### src/rtl/mem_block_responder_if.sv
// Request / backing-read / response bundle of the block responder.
// "slave" is the responder side; "master" is the cache plus backing-memory side.
interface mem_block_responder_if #(
    parameter int ADDR_WIDTH = 16,
    parameter int DATA_WIDTH = 32
);
    logic [ADDR_WIDTH-1:0] i_req_addr;
    logic                  i_req_valid;
    logic                  o_req_ready;
    logic                  o_rd_en;
    logic [ADDR_WIDTH-1:0] o_rd_addr;
    logic [DATA_WIDTH-1:0] i_rd_data;
    logic [DATA_WIDTH-1:0] o_data;
    logic                  o_data_valid;
    logic                  o_data_last;
    logic                  i_data_ready;
    logic                  o_busy;

    modport slave (
        input  i_req_addr, i_req_valid, i_rd_data, i_data_ready,
        output o_req_ready, o_rd_en, o_rd_addr, o_data, o_data_valid, o_data_last, o_busy
    );

    modport master (
        output i_req_addr, i_req_valid, i_rd_data, i_data_ready,
        input  o_req_ready, o_rd_en, o_rd_addr, o_data, o_data_valid, o_data_last, o_busy
    );
endinterface

### src/rtl/mem_block_responder.sv
// Streams one cache block of beats from a synchronous backing memory per request.
// Define MEM_RESP_STATS_EN to add saturating request/stall counters.
module mem_block_responder #(
    parameter int ADDR_WIDTH       = 16,
    parameter int DATA_WIDTH       = 32,
    parameter int BLK_OFFSET_WIDTH = 4,
    parameter int BEATS_PER_BLOCK  = 10,
    parameter int ACCESS_LATENCY   = 4
) (
    input  logic                 clk,
    input  logic                 arst_n,
    mem_block_responder_if.slave resp_if
`ifdef MEM_RESP_STATS_EN
    ,
    output logic [15:0]          o_req_count,
    output logic [15:0]          o_stall_count
`endif
);
    localparam int BlkW = ADDR_WIDTH - BLK_OFFSET_WIDTH;
    localparam int CntW = $clog2(BEATS_PER_BLOCK + 1);
    localparam int LatW = (ACCESS_LATENCY > 2) ? $clog2(ACCESS_LATENCY) : 1;

    typedef enum logic [1:0] {StIdle, StWait, StStream} state_e;

    state_e                state_q, state_d;
    logic [BlkW-1:0]       blk_q, blk_d;
    logic [LatW-1:0]       lat_q, lat_d;
    logic [CntW-1:0]       issued_q, issued_d;
    logic [CntW-1:0]       beat_q, beat_d;
    logic                  rd_valid_q;
    logic                  up_q;
    logic [DATA_WIDTH-1:0] buf_q [2];
    logic                  wr_ptr_q, rd_ptr_q;
    logic [1:0]            buf_cnt_q;

    logic                  accept, buf_empty, data_valid, pop, pop_buf, push, last_beat, rd_en;
    logic [2:0]            occ;
    logic [ADDR_WIDTH-1:0] rd_addr_calc;
    logic                  unused_offset;

    assign unused_offset = ^resp_if.i_req_addr[BLK_OFFSET_WIDTH-1:0];

    assign accept     = resp_if.i_req_valid & resp_if.o_req_ready;
    assign buf_empty  = (buf_cnt_q == 2'd0);
    // An empty buffer forwards the arriving read beat directly to keep the first-beat latency.
    assign data_valid = ~buf_empty | rd_valid_q;
    assign pop        = data_valid & resp_if.i_data_ready;
    assign pop_buf    = pop & ~buf_empty;
    assign push       = rd_valid_q & ~(pop & buf_empty);
    assign last_beat  = (beat_q == CntW'(BEATS_PER_BLOCK - 1));
    assign occ        = 3'(buf_cnt_q) + 3'(rd_valid_q) - 3'(pop);
    assign rd_en      = (state_q == StStream) && (issued_q < CntW'(BEATS_PER_BLOCK)) &&
                        (occ < 3'd2);
    assign rd_addr_calc = ADDR_WIDTH'(blk_q) * ADDR_WIDTH'(BEATS_PER_BLOCK) +
                          ADDR_WIDTH'(issued_q);

    assign resp_if.o_req_ready  = (state_q == StIdle) & up_q;
    assign resp_if.o_busy       = (state_q != StIdle);
    assign resp_if.o_rd_en      = rd_en;
    assign resp_if.o_rd_addr    = rd_en ? rd_addr_calc : '0;
    assign resp_if.o_data_valid = data_valid;
    assign resp_if.o_data_last  = data_valid & last_beat;
    assign resp_if.o_data       = !buf_empty ? buf_q[rd_ptr_q] :
                                  (rd_valid_q ? resp_if.i_rd_data : '0);

    always_comb begin
        state_d  = state_q;
        blk_d    = blk_q;
        lat_d    = lat_q;
        issued_d = issued_q + CntW'(rd_en);
        beat_d   = beat_q + CntW'(pop);
        unique case (state_q)
            StIdle: begin
                if (accept) begin
                    blk_d = resp_if.i_req_addr[ADDR_WIDTH-1:BLK_OFFSET_WIDTH];
                    if (ACCESS_LATENCY == 0) begin
                        state_d = StStream;
                    end else begin
                        state_d = StWait;
                        lat_d   = LatW'(ACCESS_LATENCY - 1);
                    end
                end
            end
            StWait: begin
                if (lat_q == '0) state_d = StStream;
                else             lat_d   = lat_q - 1'b1;
            end
            StStream: begin
                if (pop && last_beat) begin
                    state_d  = StIdle;
                    issued_d = '0;
                    beat_d   = '0;
                end
            end
            default: state_d = StIdle;
        endcase
    end

    always_ff @(posedge clk or negedge arst_n) begin
        if (!arst_n) begin
            state_q    <= StIdle;
            blk_q      <= '0;
            lat_q      <= '0;
            issued_q   <= '0;
            beat_q     <= '0;
            rd_valid_q <= 1'b0;
            up_q       <= 1'b0;
            wr_ptr_q   <= 1'b0;
            rd_ptr_q   <= 1'b0;
            buf_cnt_q  <= 2'd0;
            for (int i = 0; i < 2; i++) buf_q[i] <= '0;
        end else begin
            state_q    <= state_d;
            blk_q      <= blk_d;
            lat_q      <= lat_d;
            issued_q   <= issued_d;
            beat_q     <= beat_d;
            rd_valid_q <= rd_en;
            up_q       <= 1'b1;
            if (push) begin
                buf_q[wr_ptr_q] <= resp_if.i_rd_data;
                wr_ptr_q        <= ~wr_ptr_q;
            end
            if (pop_buf) rd_ptr_q <= ~rd_ptr_q;
            buf_cnt_q <= buf_cnt_q + 2'(push) - 2'(pop_buf);
        end
    end

`ifdef MEM_RESP_STATS_EN
    logic [15:0] req_cnt_q, stall_cnt_q;

    always_ff @(posedge clk or negedge arst_n) begin
        if (!arst_n) begin
            req_cnt_q   <= '0;
            stall_cnt_q <= '0;
        end else begin
            if (accept && req_cnt_q != 16'hFFFF) req_cnt_q <= req_cnt_q + 16'd1;
            if (data_valid && !resp_if.i_data_ready && stall_cnt_q != 16'hFFFF) begin
                stall_cnt_q <= stall_cnt_q + 16'd1;
            end
        end
    end

    assign o_req_count   = req_cnt_q;
    assign o_stall_count = stall_cnt_q;
`endif
endmodule

### src/flat_wrapper.sv
// flat-port wrapper written by rule: the top's interface ports become plain ports
module mem_block_responder_flat 
#(
    parameter int ADDR_WIDTH       = 16,
    parameter int DATA_WIDTH       = 32,
    parameter int BLK_OFFSET_WIDTH = 4,
    parameter int BEATS_PER_BLOCK  = 10,
    parameter int ACCESS_LATENCY   = 4
)
  (clk, arst_n, resp_if_i_req_addr, resp_if_i_req_valid, resp_if_i_rd_data, resp_if_i_data_ready, resp_if_o_req_ready, resp_if_o_rd_en, resp_if_o_rd_addr, resp_if_o_data, resp_if_o_data_valid, resp_if_o_data_last, resp_if_o_busy);
  mem_block_responder_if #(.ADDR_WIDTH(ADDR_WIDTH), .DATA_WIDTH(DATA_WIDTH)) resp_if_i ();
  input  logic clk;
  input  logic arst_n;
  input wire logic [$bits(resp_if_i.i_req_addr)-1:0] resp_if_i_req_addr;
  input wire logic [$bits(resp_if_i.i_req_valid)-1:0] resp_if_i_req_valid;
  input wire logic [$bits(resp_if_i.i_rd_data)-1:0] resp_if_i_rd_data;
  input wire logic [$bits(resp_if_i.i_data_ready)-1:0] resp_if_i_data_ready;
  output wire logic [$bits(resp_if_i.o_req_ready)-1:0] resp_if_o_req_ready;
  output wire logic [$bits(resp_if_i.o_rd_en)-1:0] resp_if_o_rd_en;
  output wire logic [$bits(resp_if_i.o_rd_addr)-1:0] resp_if_o_rd_addr;
  output wire logic [$bits(resp_if_i.o_data)-1:0] resp_if_o_data;
  output wire logic [$bits(resp_if_i.o_data_valid)-1:0] resp_if_o_data_valid;
  output wire logic [$bits(resp_if_i.o_data_last)-1:0] resp_if_o_data_last;
  output wire logic [$bits(resp_if_i.o_busy)-1:0] resp_if_o_busy;
  assign resp_if_i.i_req_addr = resp_if_i_req_addr;
  assign resp_if_i.i_req_valid = resp_if_i_req_valid;
  assign resp_if_i.i_rd_data = resp_if_i_rd_data;
  assign resp_if_i.i_data_ready = resp_if_i_data_ready;
  assign resp_if_o_req_ready = resp_if_i.o_req_ready;
  assign resp_if_o_rd_en = resp_if_i.o_rd_en;
  assign resp_if_o_rd_addr = resp_if_i.o_rd_addr;
  assign resp_if_o_data = resp_if_i.o_data;
  assign resp_if_o_data_valid = resp_if_i.o_data_valid;
  assign resp_if_o_data_last = resp_if_i.o_data_last;
  assign resp_if_o_busy = resp_if_i.o_busy;
  mem_block_responder #(.ADDR_WIDTH(ADDR_WIDTH), .DATA_WIDTH(DATA_WIDTH), .BLK_OFFSET_WIDTH(BLK_OFFSET_WIDTH), .BEATS_PER_BLOCK(BEATS_PER_BLOCK), .ACCESS_LATENCY(ACCESS_LATENCY)) u_core (.clk(clk), .arst_n(arst_n), .resp_if(resp_if_i));
endmodule
### config.mk
export PLATFORM = sky130hd
export DESIGN_NAME = mem_block_responder_flat
export DESIGN_NICKNAME = d
export VERILOG_FILES = /design/src/rtl/mem_block_responder_if.sv /design/src/rtl/mem_block_responder.sv /design/src/flat_wrapper.sv
export SDC_FILE = /design/constraint.sdc
export NUM_CORES = 1
export LEC_CHECK = 0
export CELL_PAD_IN_SITES_DETAIL_PLACEMENT = 1
export CELL_PAD_IN_SITES_GLOBAL_PLACEMENT = 2
export CORE_UTILIZATION = 23
export DETAILED_ROUTE_END_ITERATION = 16
export PLACE_DENSITY_LB_ADDON = 0.3
export RECOVER_POWER = 100
export SYNTH_ARGS = -nofsm -noshare
export SYNTH_HDL_FRONTEND = slang
export SYNTH_SLANG_ARGS = --single-unit
### constraint.sdc
create_clock -name clk -period 6.67 [get_ports clk]
set_clock_uncertainty 0.2 [all_clocks]
set_input_delay 0.667 -clock clk [delete_from_list [all_inputs] [get_ports clk]]
set_output_delay 0.667 -clock clk [all_outputs]
set_load 0.005 [all_outputs]
---- After elaboration in Yosys (flattened, before gate mapping) ----
Index checks and enable logic that the tools add are counted.
Widths: inputs -> output; s select.
cells by class
  $add $sub $neg .......................... 8
  multiply operators ...................... 1
  div/mod/pow operators ................... 0
  order comparisons ....................... 5
  eq/ne operators ......................... 7
  shift-type cells ........................ 0
  multiplexer cells ....................... 20
  bitwise logic cells ..................... 14
  reduce and logical (&&, ||, !) cells .... 12
operator list
  cell                   count
  $mux 32                6
  $bwmux 64              1
  $demux 32 s1           1
  $add 16x4->16          1
  $mux 16                1
  $mux 4                 4
  $mul 12x3->15 const B  1
  $mux 2                 5
  $add 4x1->4            2
  $and 1x1->1            7
  $logic_not 2->1        3
  $pmux 2 s3             1
  $reduce_and 3->1       2
  $eq 4x4->1 const B     1
  $ge 2x2->1 const B     2
  $logic_and 1x1->1      4
  $lt 4x4->1 const B     1
  $ne 2x1->1 const B     2
  $ne 2x2->1 const B     2
  $not 1->1              4
  $not 1->2              2
  $pmux 2 s2             1
  $reduce_bool 2->1      2
  $add 2x1->3            1
  10 further kinds       10
word-level totals
  register bits after elaboration ......... 94
  bits in latches ......................... 0
  bits in writable memories ............... 0
  bits in read-only memories .............. 0
  input port bits ......................... 52
  memories kept ........................... 0

---- Longest topological paths before layout ----
  word-level depth ........................ 10
  mapped depth ............................ 11

---- Worst setup path before layout ----
OpenSTA, ideal clock, no wires.
  kind .................................... register to output
  start point ............................. register u_core.blk_q[1]
  end point ............................... output resp_if_o_rd_addr[14]
  data arrival time ....................... 3.079 ns
  data required time ...................... 5.803 ns
  setup slack ............................. 2.724 ns
  stages on the path, launching flop included .. 11
  buffers on the path ..................... 0
  cell sequence ........................... dfrtp_1 ha_1 ha_1 fa_1 a21o_1 a221oi_2 xor2_1 nor3b_2 o2111ai_1 or4_1 a21oi_1
on the way
  word-level cells in the longest chain between the ends .. 3
ends and longest elaborated chain
  what                    line                        source
  start, declared         mem_block_responder.sv:26   logic [BlkW-1:0] blk_q, blk_d;
  start signal, assigned  mem_block_responder.sv:114  blk_q <= blk_d;
  $mul 12x3->15           mem_block_responder.sv:54   assign rd_addr_calc = ADDR_WIDTH'(blk_q) * ADDR_WIDTH'(BEATS_PER_BLOCK) +
  $add 16x4->16           mem_block_responder.sv:54
  $mux 16                 mem_block_responder.sv:60   assign resp_if.o_rd_addr = rd_en ? rd_addr_calc : '0;
  end, declared           flat_wrapper.sv:20          output wire logic [$bits(resp_if_i.o_rd_addr)-1:0] resp_if_o_rd_addr;
No other way between the ends.

---- Worst setup path after layout ----
  start point ............................. register u_core.rd_valid_q
  end point ............................... output resp_if_o_rd_addr[0]
on the way
  word-level cells in the longest chain between the ends .. 6
ends and longest elaborated chain
  what                                                                 line                        source
  start, declared                                                      mem_block_responder.sv:30   logic rd_valid_q;
  start signal, assigned                                               mem_block_responder.sv:118  rd_valid_q <= rd_en;
  parallel branches: the longest is 2 deep, another holds $add 2x1->3  n/a
  $sub 3x1->3 *                                                        mem_block_responder.sv:51   assign occ = 3'(buf_cnt_q) + 3'(rd_valid_q) - 3'(pop);
  $lt 3x2->1 *                                                         mem_block_responder.sv:53   (occ < 3'd2);
  $logic_and 1x1->1 *                                                  mem_block_responder.sv:52   assign rd_en = (state_q == StStream) && (issued_q < CntW'(BEATS_PER_BLOCK)) &&
  $mux 16 *                                                            mem_block_responder.sv:60
Every way passes the cells marked *.

==> run_results.csv <==
group,metric,value,unit
clock_tree,cts.sinks,94,
clock_tree,cts_max_level,3,
synthesis,netlist_area,0.00530,sq mm
sta,worst_slew_pin_slew,2.67,ns
flow_run,max_cap_viol_count,3,
sta,finalHoldViolCount,0,
drt,wl_per_cell,15.9,microns
critical_path,start_kind,"register",
critical_path,rr_worst_depth,6,
global_route,antenna_found_initial,0,
floorplan,core-area,0.0226,sq mm
final_layout,layout-drive-gt1-share,0.184,
global_route,grt_start_max_net_pins,67,
critical_path,reg2reg_from,"u_core.buf_cnt_q[1]",
placed_design,place_congestion,0.757,
critical_path,path_class,"register to output port",
critical_path,worst-path-buf-inv,3,
final_layout,syn_to_final_growth,30.3,%
final_layout,utilization,0.305,
clock_tree,cts_setup_buffers,0,
pwr,ir_worst_vdd,0.183,mV
sta,rsz0062_at_grt,"no",
sta,clock.fmax,0.183,GHz
clock_tree,cts_root_buf,"clkbuf_16",
critical_path,worstPathMaxFanout,26,
synthesis,ys_seq_area_frac,0.444,
clock_tree,cts_resized,0,
sta,max_slew_margin,-0.779,
floorplan,pin_count,105,
placed_design,post_dp_cell_area,0.00660,sq mm
hold_path,worstHoldPathType,"register to register",
final_layout,seq_area,0.00235,sq mm
clock_tree,numCtsBuffers,9,
synthesis,syn_area_per_cell,11.3,sq um
global_route,grt_use_total,0.121,
critical_path,r2r-end,"u_core.buf_q[3]",
drt,routed_via_density,4.57,
placed_design,dp_cells,833,
pwr,p_int,0.00203,W
final_layout,final_nets,644,
global_route,grt_pass1_vias,4314,
pwr,seq_power_share,0.293,
pwr,power.switching,0.00127,W
clock_tree,clk_pin_slew,0.06,ns
drt,drtPass1Iterations,4,
sta,fin_crit_sh,0.821,
floorplan,rows,55,
floorplan,die_area,0.0236,sq mm
global_route,overflow,0,
critical_path,arrival,4.61,ns
synthesis,syn_nets,555,
pwr,p_clk_frac,0.166,
hold_path,hp-start,"u_core.lat_q[0]",
critical_path,crit_path_max_incr_delay,1.08,ns
sta,drv_slew,129,
floorplan,initial_core_util,0.234,
clock_tree,cts_hold_buf,0,
drt,drtIter0Drc,92,
synthesis,yosysWarnings,0,
critical_path,required,5.80,ns
synthesis,ys_types,43,
clock_tree,cts_tree,"yes",
clock_tree,clock_path_buffers,2,
pwr,combPwrFrac,0.540,
final_layout,multi_input_area,0.00281,sq mm
critical_path,crit_slowest_cell,"clkbuf_1",
synthesis,synthFlopType,"dfrtp_1",
pwr,power_density,477,mW/mm^2
critical_path,crit_chain,"clkbuf_1 > xor2_1 > nand2_1 > fa_1 > xnor2_1 > nand4_1 > inv_1 > ha_1 > clkdlybuf4s50_1",
sta,setup_violations,0,
drt,totalWireLength,13500,microns
sta,min_period,5.48,ns
synthesis,synth_edf_count,0,
synthesis,async_reset_ff_frac,1.00,
clock_tree,clk_latency,0.34,ns
final_layout,antenna_cells,0,
synthesis,ys_ff_latch,94,
hold_path,whs_path_depth,1,
pwr,leakage,3.20,nW
critical_path,cp-end-kind,"output port",
drt,drc,0,
placed_design,io_buffers,100,
synthesis,syn-instance-count,470,
hold_path,hold_end,"u_core.lat_q[0]",
drt,postRouteAntennaNets,0,
floorplan,die_w,154,microns
drt,vias,3883,
floorplan,chipHeight,154,microns
global_route,grt_first_pass_wirelength,22500,microns
pwr,swShare,0.385,
final_layout,final_cells,849,
critical_path,r2r_slack,1.78,ns
sta,setup_tns,0,ns
critical_path,crit_family,"buffers and inverters",
outcome,violations,"capacitance limit, slew limit",
placed_design,dp_hpwl,9390,microns
final_layout,stdcell_area,0.00690,sq mm
final_layout,fill_cells,2487,
outcome,outcome,"complete, but fails checks",
-- cells by family (layout without fill, tap and decap cells) --
logic type | count (synthesis) | count (layout) | synth area share
AOI/OAI and AO/OA | 68 | 68 | 0.0780
xor gates and xnor gates | 28 | 28 | 0.0463
adders and majority gates | 33 | 33 | 0.0822
buffers and inverters | 36 | 130 | 0.0262
DFF | 94 | 94 | 0.444
other | 1 | 1 | 0.000708
muxes | 108 | 108 | 0.222
and+or+nand+nor | 102 | 102 | 0.100
-- registers in the layout, indices dropped and copies added (netlist names) --
| register | cells |
|---|---|
| u_core.lat_q | 2 |
| u_core.rd_valid_q | 1 |
| u_core.beat_q | 4 |
| u_core.rd_ptr_q | 1 |
| u_core.wr_ptr_q | 1 |
| u_core.blk_q | 12 |
| u_core.buf_cnt_q | 2 |
| u_core.buf_q | 64 |
| u_core.up_q | 1 |
| u_core.state_q | 2 |
| u_core.issued_q | 4 |
-- through the flow --
step           total power [W]  hold slack, ns  setup slack (ns)
6_report               0.00329           0.286              1.19
3_3_place_gp           0.00278           0.252              1.92
4_1_cts                0.00342          0.0450              1.50
2_1_floorplan          0.00223           0.171              2.72
3_5_place_dp           0.00284           0.273              1.88
5_1_grt                0.00361           0.307             0.669
-- final cells by class --
type / instances / area share
clock buffers: 14 / 0.0412
clock inverters: 2 / 0.00544
well taps: 285 / 0.0517
flip-flops and latches: 94 / 0.341
multi-input cells: 340 / 0.408
repair buffers: 105 / 0.148
inverters: 9 / 0.00489
-- metal layers --
metal  track usage  vias up  part of all wire
li1              -     1843                 -
met1         0.136     1956              0.42
met2         0.215       77              0.50
met3        0.0451        7             0.072
met4        0.0314        0            0.0075
met5             0        -                 0
-- cell usage after synthesis, drive strengths merged, types with 2 or more instances --
library cell  number  area [sq um]
or2                2          12.5
or3                2          12.5
dfrtp             94          2350
o21a               2          15.0
nand4              3          18.8
xnor2             18           158
mux2              76           856
fa                 3          60.1
nor3               2          10.0
nor3b              2          20.0
buf               11          45.0
ha                30           375
o2111ai            2          17.5
inv                9          33.8
nor2              21          78.8
mux2i             32           320
o21ai             37           185
and3               6          37.5
a21o               7          53.8
and2               4          25.0
a21oi             14          73.8
clkbuf            16          60.1
nand3             37           185
nor2b             10          62.6
nand2              9          33.8
xor2              10          87.6
-- placed cells by master, fill, tap and decap left out, types with 2 or more instances in the layout --
master	synthesis	final
clkbuf_1	16	4
fa_1	3	3
buf_4	0	2
nand4_1	3	3
and2_0	0	3
nand2_1	9	9
mux2_2	74	74
a21o_1	6	6
ha_1	30	30
nor2b_1	10	9
nor2_1	21	20
clkdlybuf4s50_1	0	48
a21oi_1	13	13
o21ai_0	36	36
dlygate4sd3_1	0	51
inv_1	9	9
clkbuf_8	0	4
nand3_1	37	37
or3_1	2	2
nor3_1	2	2
or2_2	2	2
and3_1	6	6
mux2_1	2	2
o2111ai_1	2	2
o21a_1	2	2
dfrtp_1	94	93
xor2_1	10	10
clkbuf_16	0	9
xnor2_1	18	18
mux2i_1	32	32
-- power by group through the flow --
stage	clock network, W	logic, W	registers, W
global route	0.000593	0.00201	0.00100
floorplan	0	0.00131	0.000921
detailed placement	0	0.00186	0.000981
finish	0.000547	0.00178	0.000966
global placement	0	0.00182	0.000959
CTS	0.000572	0.00187	0.000971
-- worst max path at each step --
stage / startpoint / to / slack, ns / cells after the start
2_1_floorplan: u_core.blk_q[1] / resp_if_o_rd_addr[14] / 2.72 / 10
3_3_place_gp: resp_if_i_data_ready / resp_if_o_rd_addr[0] / 1.92 / 9
3_5_place_dp: u_core.blk_q[1] / resp_if_o_rd_addr[14] / 1.88 / 11
4_1_cts: u_core.blk_q[1] / resp_if_o_rd_addr[14] / 1.50 / 11
5_1_grt: u_core.rd_valid_q / resp_if_o_rd_addr[0] / 0.67 / 9
6_report: u_core.rd_valid_q / resp_if_o_rd_addr[0] / 1.19 / 9
No activity file was read; power rests on OpenSTA's default activity.
==> variant 1, RTL diff (same flow settings) <==
One comparison of `beat_q` changes from == to >=.
--- a/src/rtl/mem_block_responder.sv
+++ b/src/rtl/mem_block_responder.sv
@@ -49,3 +49,3 @@
     assign push       = rd_valid_q & ~(pop & buf_empty);
-    assign last_beat  = (beat_q == CntW'(BEATS_PER_BLOCK - 1));
+    assign last_beat  = (beat_q >= CntW'(BEATS_PER_BLOCK - 1));
     assign occ        = 3'(buf_cnt_q) + 3'(rd_valid_q) - 3'(pop);
Check against the original RTL: no difference found for any inputs over 10 cycles, from zero or initial values and one cycle with arst_n low; that may be too few to reach the edited logic, so the function may still have changed.
==> variant 1 against the unedited design <==
Total power rose by 18%; area after synthesis up 4.7%; sequential cell count is the same; setup slack improved by 0.43 ns; count of clock-buffer cells in the layout is 4 lower; hold slack better by 0.0023 ns; wire length grew 9.3%; the flow still finishes with violations (max-capacitance violations, max-slew violations); cell area is 3.9% higher.
==> variant 1: results (changes against the unedited design) <==
setup_tns: 0 ns (unchanged)
Finished Layout Cells: 926 (+9.1%)
Clock Path Buffers: 2 (unchanged)
Hold Slack: 0.2886 ns (+0.002335 ns)
status: complete, but fails checks
Detailed Route Iter0 Violations: 131 (+42%)
GRT overflow: 0 (unchanged)
Setup Buffers After CTS: 0 (unchanged)
R2R Path Start: u_core.buf_cnt_q[1]$_DFF_PN0_
post-synthesis compound-gate area fraction: 10.54% (+2.7 points)
pre-CTS setup slack: 1.762 ns (-0.1199 ns)
Post-Synth Adder-Cell Area: 7.857% (-0.37 points)
Clock Latency Late Sink: 0.35 ns
GRT Util Overall: 12.65% (+0.53 points)
Root Buffer: clkbuf_16
leakage: 3.071 nW (-4.0%)
gpl congestion: 0.7661 (+1.2%)
Synth Net Count: 600 (+8.1%)
register area share after synthesis: 42.45% (-2.0 points)
multiplexer share of the synthesized area: 21.59% (-0.63 points)
syn_area_per_cell: 10.76 sq um (-4.5%)
XOR/XNOR share of the synthesized area: 3.319% (-1.3 points)
Detailed Routing Iterations Pass 1: 4 (unchanged)
distinct cell type count after synthesis: 56 (+30%)
CTS Buf Count: 9 (unchanged)
Peak VDD IR: 0.2116 mV (+16%)
Largest regs: u_core.buf_q: 64 flops, u_core.blk_q: 12 flops
final net count: 687 (+6.7%)
Clock Pin Slew Worst Setup and Hold Paths: 0.06 ns (about the same)
first-pass GRT wire length: 24.27 mm (+7.8%)
number of max-cap violations: 4 (+1)
top post-synthesis cells by area: dfrtp_1 (42%), mux2_2 (15%), ha_1 (6.8%)
failing checks: max-capacitance violations, max-slew violations
post-DP HPWL: 10.41 mm (+11%)
initial antenna violation count: 1 (+1)
H-tree depth: 3 (unchanged)
Total Wirelength: 14.78 mm (+9.3%)
Worst Path Max Fanout: 26 (unchanged)
largest net degree at the start of global routing: 66 (-1.5%)
share of cells above drive strength 1: 16.64% (-1.8 points)
Worst Path Arrival: 4.18 ns (-0.43 ns)
HP Start: u_core.lat_q[0]$_DFFE_PN0P_
final-layout fill cell count: 2679 (+7.7%)
ratio of routed vias to standard cells: 4.587 (+0.30%)
vias in the first global route: 4673 (+8.3%)
slew margin rel.: -77.69% (+0.20 points)
top cells by count, synth: dfrtp_1 (94), mux2_2 (75), nand3_1 (43), o21ai_0 (43), mux2i_1 (34)
worst hold path class: flip-flop to flip-flop
ys async rst share: 100.0% (unchanged)
hold path depth: 1 (unchanged)
Final Max Tran Viols: 172 (+33%)
total number of yosys warnings: 0 (unchanged)
Post-Place Cells: 910 (+9.2%)
-- variant 1: cell type report --
class / count / share of cell area [%]
Clock buffer: 10 / 3.193
Clock inverter: 6 / 1.204
Inverter: 12 / 0.6281
Multi-Input combinational cell: 380 / 42.36
Sequential cell: 94 / 32.80
Tap cell: 319 / 5.565
Timing Repair Buffer: 105 / 14.25
-- variant 1: cell families after synthesis --
kind of cell	count (synthesis)
fa+ha+maj	33
mux	110
compound gates	91
xor+xnor	21
flops	94
simple gates	124
other cells	1
buf+inv	41
-- variant 1: how the worst max path moves through the flow --
| stage | slack, ns | start | to | cells after the start |
|---|---|---|---|---|
| after floorplan | 2.99 | u_core.blk_q[1]$_DFFE_PN0P_ | resp_if_o_rd_addr[10] | 9 |
| after global placement | 1.78 | resp_if_i_data_ready | resp_if_o_rd_addr[0] | 8 |
| after detailed placement | 1.76 | resp_if_i_data_ready | resp_if_o_rd_addr[14] | 10 |
| after CTS | 1.61 | u_core.rd_valid_q$_DFF_PN0_ | resp_if_o_rd_addr[0] | 9 |
| after global routing | 1.20 | u_core.buf_cnt_q[1]$_DFF_PN0_ | u_core.buf_q[9]$_DFFE_PN0P_ | 6 |
| final | 1.62 | u_core.rd_valid_q$_DFF_PN0_ | resp_if_o_rd_addr[0] | 9 |
-- variant 1: stage by stage --
step                util, %  area, sq um  total power [mW]
floorplan                 -         5542             2.585
global placement      29.21         6877             3.325
detailed placement    29.21         6877             3.423
CTS                   30.55         7192             4.004
global route          30.46         7172             4.244
finish                30.46         7172             3.875
-- variant 1: per-layer routing --
metal	vias up	global-route usage (%)	routed length, um
met3	9	3.497	876
met2	83	22.08	7258
met4	0	4.022	175
met1	2124	14.93	6464
li1	2032	-	-
met5	-	0	0
-- variant 1: power breakdown --
group          leakage, nW  switching (mW)  total [mW]  internal [mW]
Combinational         1.79            1.13        2.23           1.10
Sequential            1.13           0.246        1.10          0.850
Clock                0.152           0.225       0.553          0.328
Total                 3.07            1.60        3.88           2.27
-- variant 1: critical path: stages, from the launching register on --
cell	delay, ns
dfrtp_1	0.63
buf_4	0.41
xor2_1	0.20
nand2_1	0.09
fa_1	0.39
xnor2_1	0.14
nand4_1	0.40
clkinv_1	0.55
ha_1	0.42
dlygate4sd3_1	0.59
==> variant 2, RTL diff (same settings) <==
Without the edit above. `BEATS_PER_BLOCK` is set to 10 in 2 places; all go to 11.
--- a/src/rtl/mem_block_responder.sv
+++ b/src/rtl/mem_block_responder.sv
@@ -6,3 +6,3 @@
     parameter int BLK_OFFSET_WIDTH = 4,
-    parameter int BEATS_PER_BLOCK  = 10,
+    parameter int BEATS_PER_BLOCK  = 11,
     parameter int ACCESS_LATENCY   = 4
--- a/src/flat_wrapper.sv
+++ b/src/flat_wrapper.sv
@@ -6,3 +6,3 @@
     parameter int BLK_OFFSET_WIDTH = 4,
-    parameter int BEATS_PER_BLOCK  = 10,
+    parameter int BEATS_PER_BLOCK  = 11,
     parameter int ACCESS_LATENCY   = 4
Formal check against the unedited RTL: not equivalent (a bounded check fails within 10 cycles, from zero or initial values and one cycle with arst_n low).
==> variant 2 against the unedited design <==
The flow still finishes with violations (max-capacitance violations, max-slew violations); wire length is 7.4% higher; area after synthesis up 7.3%; non-clock buffer count shrank 1; setup slack improved by 0.076 ns; synthesized cell count up 5.5%; cell count is 7.8% higher; register-to-register slack lost 0.49 ns; cell area up 5.3%; first-iteration DRC count is 1.1% lower; sequential share of layout area is 1.7 points lower; sequential cell count unchanged; critical path type unchanged; largest cell class unchanged; highest routed layer unchanged.
Power is left out: the tool's default activity adds up to more than one toggle a clock period on the data nets, which glitch-free logic cannot reach.
==> variant 2: results (changes against the unedited design) <==
status: complete, but fails checks
failing checks: max-capacitance violations, max-slew violations
Hold EP: u_core.lat_q[0]$_DFFE_PN0P_
slew margin rel.: -88.97% (-11 points)
first-pass GRT wire length: 23.96 mm (+6.4%)
initial antenna violation count: 0 (unchanged)
Detailed Route Iter0 Violations: 91 (-1.1%)
Total Wirelength: 14.52 mm (+7.4%)
Final Max Tran Viols: 231 (+79%)
final-layout fill cell count: 2696 (+8.4%)
register area share after synthesis: 41.39% (-3.0 points)
Worst Path Arrival: 4.53 ns (-0.08 ns)
distinct cell type count after synthesis: 43 (unchanged)
met1 Use GR: 14.72% (+1.1 points)
vias in the first global route: 4537 (+5.2%)
Detailed Routing Iterations Pass 1: 4 (unchanged)
CTS Buf Count: 9 (unchanged)
Worst R2R End: u_core.buf_q[28]$_DFFE_PN0P_
met2 usage in global routing: 20.61% (-0.90 points)
Worst Path Max Fanout: 7 (-73%)
post-DP HPWL: 10.32 mm (+9.9%)
crit path from: u_core.blk_q[5]$_DFFE_PN0P_
largest net degree at the start of global routing: 68 (+1.5%)
gpl congestion: 0.7086 (-6.4%)
Setup Buffers After CTS: 0 (unchanged)
routing usage on met3: 2.631% (-1.9 points)
hold path depth: 1 (unchanged)
FF-to-FF path depth: 6 (unchanged)
GRT Util Overall: 11.94% (-0.19 points)
share of cells above drive strength 1: 16.58% (-1.9 points)
post-CTS sizing: 0 (unchanged)
number of max-cap violations: 5 (+2)
Synth Net Count: 610 (+9.9%)
top post-synthesis cells by area: dfrtp_1 (41%), mux2_2 (15%), ha_1 (11%)
via count: 4161 (+7.2%)
final net count: 700 (+8.7%)
setup slack, reg-to-reg: 1.29 ns (-0.49 ns)
R2R Path Start: u_core.buf_cnt_q[1]$_DFF_PN0_
Clock Latency Late Sink: 0.35 ns
top cells by count, synth: dfrtp_1 (94), mux2_2 (76), ha_1 (50)
Clock Pin Slew Worst Setup and Hold Paths: 0.07 ns
==> variant 2: changes by cell type in the layout (fill, tap and decap cells not counted), moves of 3 or more <==
cell / before / now
nor2b_1: 9 / 6
xnor2_1: 18 / 11
xor2_1: 10 / 6
ha_1: 30 / 50
a31oi_1: 0 / 4
fa_1: 3 / 12
inv_1: 9 / 17
nand2b_1: 0 / 4
clkinv_2: 0 / 3
==> variant 2: how the worst max path moves through the flow <==
stage / end / slack [ns] / depth (start not counted)
3_5_place_dp: resp_if_o_rd_addr[13] / 1.47 / 12
3_3_place_gp: resp_if_o_rd_addr[15] / 1.54 / 12
4_1_cts: resp_if_o_rd_addr[13] / 1.46 / 12
2_1_floorplan: resp_if_o_rd_addr[15] / 2.77 / 9
5_1_grt: u_core.buf_q[28]$_DFFE_PN0P_ / 0.65 / 6
6_report: resp_if_o_rd_addr[15] / 1.27 / 10
==> variant 2: cell type report <==
type	count	area, sq um	share of cell area (%)
Multi-Input combinational cell	360	3147	43.30
Sequential cell	94	2354	32.39
Timing Repair Buffer	104	1013	13.95
Tap cell	324	405.4	5.579
Clock buffer	11	252.7	3.478
Inverter	17	63.81	0.8781
Clock inverter	5	31.28	0.4304
==> variant 2: worst max-delay path: stages, from the launching register on <==
cell and delay, ns:
dfrtp_1 0.44, ha_1 0.32, fa_1 0.46, ha_1 0.31
ha_1 0.41, and3_1 0.23, a221oi_1 0.74, and3b_1 0.28
a211oi_2 0.21, mux2i_1 0.20, dlygate4sd3_1 0.58
==> variant 2: layer usage <==
metal | wire (um) | part of all wire (%)
met1 | 6444 | 44
met5 | 0 | 0
met4 | 250 | 1.7
met3 | 435 | 3.0
met2 | 7386 | 51
==> variant 2: through the flow <==
step / hold WS (ns) / cell area (sq um) / setup slack (ns) / instances / utilization [%]
after floorplan: 0.1714 / 5683 / 2.773 / 496 / -
after global placement: 0.2534 / 7014 / 1.536 / 899 / 28.93
after detailed placement: 0.2788 / 7014 / 1.472 / 899 / 28.93
after CTS: 0.1252 / 7298 / 1.464 / 915 / 30.10
after global routing: 0.3228 / 7267 / 0.6480 / 915 / 29.97
final: 0.2853 / 7267 / 1.271 / 915 / 29.97
==> variant 2: cell families after synthesis <==
family                     Yosys count  synth area share (%)
muxes                              110                 21.05
and+or+nand+nor                     99                 8.961
DFF                                 94                 41.39
AOI/OAI and AO/OA                   71                 7.507
adders and majority gates           62                 15.24
buffers and inverters               42                 3.170
xor gates and xnor gates            17                 2.620
other                                1               0.06599
